[config.mk]
export PLATFORM = sky130hd
export DESIGN_NAME = ysyx_24080014_ifu
export DESIGN_NICKNAME = d
export VERILOG_FILES = /design/src/rtl/ysyx_24080014_ifu.sv
export SDC_FILE = /design/constraint.sdc
export NUM_CORES = 1
export LEC_CHECK = 0
export ABC_CLOCK_PERIOD_IN_PS = 1700
export CAP_MARGIN = 40
export CELL_PAD_IN_SITES_DETAIL_PLACEMENT = 0
export CELL_PAD_IN_SITES_GLOBAL_PLACEMENT = 1
export CORE_MARGIN = 5
export CORE_UTILIZATION = 32
export CTS_CLUSTER_DIAMETER = 200
export DETAILED_ROUTE_END_ITERATION = 16
export HOLD_SLACK_MARGIN = 0.08
export PLACE_DENSITY = 0.88
export SYNTH_ARGS = -nofsm -noshare
export SYNTH_HDL_FRONTEND = slang
export SYNTH_SLANG_ARGS = --single-unit
[constraint.sdc]
create_clock -name clk -period 1.7 [get_ports clk]
set_input_delay 0.17 -clock clk [delete_from_list [all_inputs] [get_ports clk]]
set_output_delay 0.17 -clock clk [all_outputs]
set_load 0.01 [all_outputs]
[src/rtl/ysyx_24080014_ifu.sv]
// Instruction fetch unit: one AXI-lite style read per instruction, handed to the IDU over a valid/ready handshake.
// Optional feature: define YSYX_24080014_IFU_ALIGN_CHECK_EN to fault misaligned PCs without touching the bus.
module ysyx_24080014_ifu #(
  parameter logic [31:0] RESET_PC = 32'h8000_0000
) (
  input  logic        clk,
  input  logic        rst,
  input  logic [31:0] pc,
  output logic        busy,
  output logic [31:0] araddr,
  output logic        arvalid,
  input  logic        arready,
  input  logic [31:0] rdata,
  input  logic [1:0]  rresp,
  input  logic        rvalid,
  output logic        rready,
  output logic [31:0] inst,
  output logic [31:0] inst_pc,
  output logic        inst_err,
  output logic        inst_valid,
  input  logic        inst_ready
);

  typedef enum logic [1:0] {
    S_REQ  = 2'd0,
    S_RESP = 2'd1,
    S_OUT  = 2'd2
  } state_t;

  state_t      r_state;
  logic [31:0] r_inst;
  logic [31:0] r_inst_pc;
  logic        r_inst_err;

  logic w_misalign;
  logic w_in_req;
  logic w_in_resp;
  logic w_in_out;

`ifdef YSYX_24080014_IFU_ALIGN_CHECK_EN
  assign w_misalign = (pc[1:0] != 2'b00);
`else
  assign w_misalign = 1'b0;
`endif

  // Handshake outputs are masked by rst so they drop in the same cycle reset is raised.
  assign w_in_req  = (r_state == S_REQ)  && !rst;
  assign w_in_resp = (r_state == S_RESP) && !rst;
  assign w_in_out  = (r_state == S_OUT)  && !rst;

  assign arvalid    = w_in_req && !w_misalign;
  assign araddr     = pc;
  assign rready     = w_in_resp;
  assign inst_valid = w_in_out;
  assign busy       = !(w_in_out && inst_ready);
  assign inst       = r_inst;
  assign inst_pc    = r_inst_pc;
  assign inst_err   = r_inst_err;

  always_ff @(posedge clk) begin
    if (rst) begin
      r_state    <= S_REQ;
      r_inst     <= 32'h0;
      r_inst_pc  <= RESET_PC;
      r_inst_err <= 1'b0;
    end else begin
      case (r_state)
        S_REQ: begin
          if (w_misalign) begin
            r_inst     <= 32'h0;
            r_inst_err <= 1'b1;
            r_inst_pc  <= pc;
            r_state    <= S_OUT;
          end else if (arready) begin
            r_inst_pc <= pc;
            r_state   <= S_RESP;
          end
        end
        S_RESP: begin
          if (rvalid) begin
            // A faulted fetch never exposes bus data to decode.
            r_inst     <= (rresp == 2'b00) ? rdata : 32'h0;
            r_inst_err <= (rresp != 2'b00);
            r_state    <= S_OUT;
          end
        end
        S_OUT: begin
          if (inst_ready) r_state <= S_REQ;
        end
        default: r_state <= S_REQ;
      endcase
    end
  end

endmodule

==> reports/qor.json <==
{
  "outcome": "completed",
  "final_layout_size_suffix_gt1_share_pct": 5.78,
  "worstSetupEndpointType": "primary output",
  "cts.repair_timing.setup_buffer_count": 0,
  "number_of_antenna_violations_at_the_first_check_in_global_routing": 0,
  "final_weighted_congestion_of_routability_driven_global_placement": 0.763,
  "critical_path_class": "reg -> out",
  "clock_sink_count": 67,
  "core_area_sq_um": 10400,
  "synth_area_sq_um": 3410,
  "internal_power_mw": 2.81,
  "clk_transition_reported_paths_ns": 0.07,
  "via_total_after_detailed_routing": 2737,
  "slew_headroom_pct": 73.8,
  "commonest_register_cell_after_synthesis": "sky130_fd_sc_hd__dfxtp_1",
  "power.share.combinational_pct": 20.3,
  "fin_tns_setup_ns": 0,
  "cts_resized": 7,
  "pwr-share-clk_pct": 34.4,
  "mostFrequentLayoutCells": "sky130_fd_sc_hd__clkdlybuf4s50_1, sky130_fd_sc_hd__nand2b_1, sky130_fd_sc_hd__dfxtp_1",
  "worstHoldPathCells": 3,
  "max_cap_viol_count": 0,
  "maxSlewViolCount": 0,
  "drtAntennaViolNets": 0,
  "static-leakage-power_nw": 2.05,
  "postSynthRegisterBits": 67,
  "grt.total_usage_pct": 13.3,
  "finalWorstPathRequiredPeriod_ns": 1.49,
  "post_synth_main_area_contributors": "sky130_fd_sc_hd__dfxtp_1, sky130_fd_sc_hd__mux2i_1, sky130_fd_sc_hd__nand2b_1",
  "worst_margin_slew_ns": 0.393,
  "regToRegSetupSlack_ns": 0.38,
  "floorplan.die_area_sq_um": 12800,
  "largest_delay_contributor_family_on_the_critical_path": "flip-flops",
  "worst_hold_slack_ns": 0.427,
  "critical_path.slowest_cell": "sky130_fd_sc_hd__dfxtp_2",
  "ios": 172,
  "core.rowCount": 37,
  "hold_buffers": 0,
  "power.share.sequential_pct": 45.3,
  "start_util_pct": 32.9,
  "vdd_drop_max_uv": 336,
  "clock_path_buffers": 2,
  "max_fclk_ghz": 0.671,
  "postRouteWirelength_microns": 8620,
  "start_kind": "flip-flop",
  "switchingPower_uw": 898,
  "hold_crit_class": "in -> reg",
  "yosys.area.top_type": "sky130_fd_sc_hd__dfxtp_1",
  "area_growth_pct": 51.2,
  "drt-wirelength-per-cell_microns": 14.3,
  "yosys_warnings": 0,
  "worst-endpoint-required_ns": 1.53,
  "grt_overflow_total": 0,
  "place.port_buffers": 171,
  "numCtsBuffers": 9,
  "path_max_fanout": 8,
  "critical_path.max_stage_delay_ns": 0.37,
  "syn-mean-instance-area_sq_um": 10.2,
  "avgViaCountPerCell": 4.54,
  "fin_crit_sh_pct": 87.7,
  "syn-instance-count": 334,
  "number_of_detailed_route_iterations_in_the_first_pass": 4,
  "holdPathEnd": "r_state[1]",
  "dieHeight_microns": 113,
  "tritoncts": "yes",
  "crit-reg2reg-launch": "r_state[1]",
  "grt_pass1_vias": 2762,
  "final_common_cell": "sky130_fd_sc_hd__clkdlybuf4s50_1",
  "drc_errors": 0,
  "hold_path_start": "rst",
  "stdcell_count": 603,
  "r2r.worst_path.cells": 4,
  "rsz_0062_raised_after_global_routing": "false",
  "total_setup_violations_reported_at_the_end_of_the_flow": 0,
  "timing.critical_path.arrival_ns": 1.32,
  "postSynth.asyncResetShare_pct": 0,
  "buffer_cell_driving_the_clock_tree_root": "sky130_fd_sc_hd__clkbuf_8",
  "finalClockSkew_ns": 0.0128,
  "final_nets": 535,
  "grt_start_max_net_pins": 59,
  "final_hold_violation_count": 0,
  "netSwitchingFraction_pct": 24.2,
  "worst_path_cell_chain": "nor3b_4 -> nand2_1 -> dlygate4sd2_1",
  "wire_length_of_the_first_global_routing_pass_microns": 13900,
  "synth_top_cell_area_share_pct": 39.3,
  "cts.htree.levels": 3,
  "synth.distinct_cells": 18,
  "die_w_microns": 113,
  "postSynthNetCount": 405,
  "worstSkewPairLatency_ns": 0.33,
  "diodes": 0,
  "drt_iter0_drc": 96,
  "hpwlAfterDp_microns": 6310,
  "worstReg2RegEnd": "inst_pc[30]",
  "dp.cells": 589,
  "power.density_nw_per_um2": 719,
  "synth_seq_area_share_pct": 39.3,
  "cp.buffers_inverters": 1,
  "number_of_synthesized_flops_with_an_enable_pin": 0
}
## area by class of cell
cell class / instances / area (sq um)
Fill cell: 995 / 5210
Timing Repair Buffer: 180 / 1790
Multi-Input combinational cell: 206 / 1670
Sequential cell: 67 / 1340
Tap cell: 136 / 170
Clock buffer: 11 / 141
Clock inverter: 3 / 40.0
## worst max-delay path by stage
stage / slack, ns / to / cells past startpoint / from
5_1_grt: 0.13 / busy / 3 / r_state[0]
6_report: 0.21 / busy / 3 / r_state[0]
3_3_place_gp: 0.14 / inst[20] / 4 / rresp[1]
3_5_place_dp: 0.08 / inst[20] / 4 / rresp[0]
4_1_cts: 0.18 / busy / 3 / r_state[0]
2_1_floorplan: 0.40 / busy / 5 / rst
## worst register-to-register path, cell delays in order (launching register included)
cell and delay [ns]:
sky130_fd_sc_hd__dfxtp_1 0.32, sky130_fd_sc_hd__buf_4 0.15, sky130_fd_sc_hd__nor3b_2 0.24, sky130_fd_sc_hd__buf_12 0.27
sky130_fd_sc_hd__mux2i_1 0.26
## metal layers
layer / GRT usage, % / share of wire, %
met4: 4.81 / 1.3
met2: 21.6 / 47
met1: 15.4 / 41
met5: 0 / 0
met3: 5.94 / 11
## flip-flops by register name, summed over array words and instances (netlist names)
register and cells:
inst 32, inst_pc 32, inst_err 1, r_state 2
## per-stage QoR
stage                     power [mW]  utilization [%]  worst slack (ns)  cell area [sq um]
final                           3.71             49.7             0.209               5160
after global routing            3.91             49.7             0.131               5160
after CTS                       3.78             49.7             0.183               5160
after detailed placement        2.48             47.9            0.0820               4970
after global placement          2.47             47.9             0.137               4970
after floorplan                 2.10                -             0.401               3410
## logic make-up after synthesis
kind of cell	Yosys count	synth area share, %
AND/OR/NAND/NOR	138	28.8
multiplexers	65	19.1
flip-flops	67	39.3
buffers and inverters	61	12.2
AO/OA/AOI/OAI	3	0.587
## Yosys cell counts, types with 2 or more instances
master	count
sky130_fd_sc_hd__dfxtp_1	67
sky130_fd_sc_hd__buf_6	5
sky130_fd_sc_hd__buf_4	38
sky130_fd_sc_hd__nand2b_1	97
sky130_fd_sc_hd__or4b_1	32
sky130_fd_sc_hd__buf_2	6
sky130_fd_sc_hd__nor3b_1	3
sky130_fd_sc_hd__nor2_1	2
sky130_fd_sc_hd__mux2i_1	65
sky130_fd_sc_hd__clkbuf_1	11
## power by group through the flow
stage	clock [mW]	sequential (mW)	combinational [mW]
floorplan	0	1.74	0.354
global placement	0	1.71	0.760
detailed placement	0	1.71	0.767
CTS	1.33	1.68	0.767
global route	1.41	1.69	0.808
finish	1.27	1.68	0.752
Note: power is estimated with default switching activity, not from simulation.
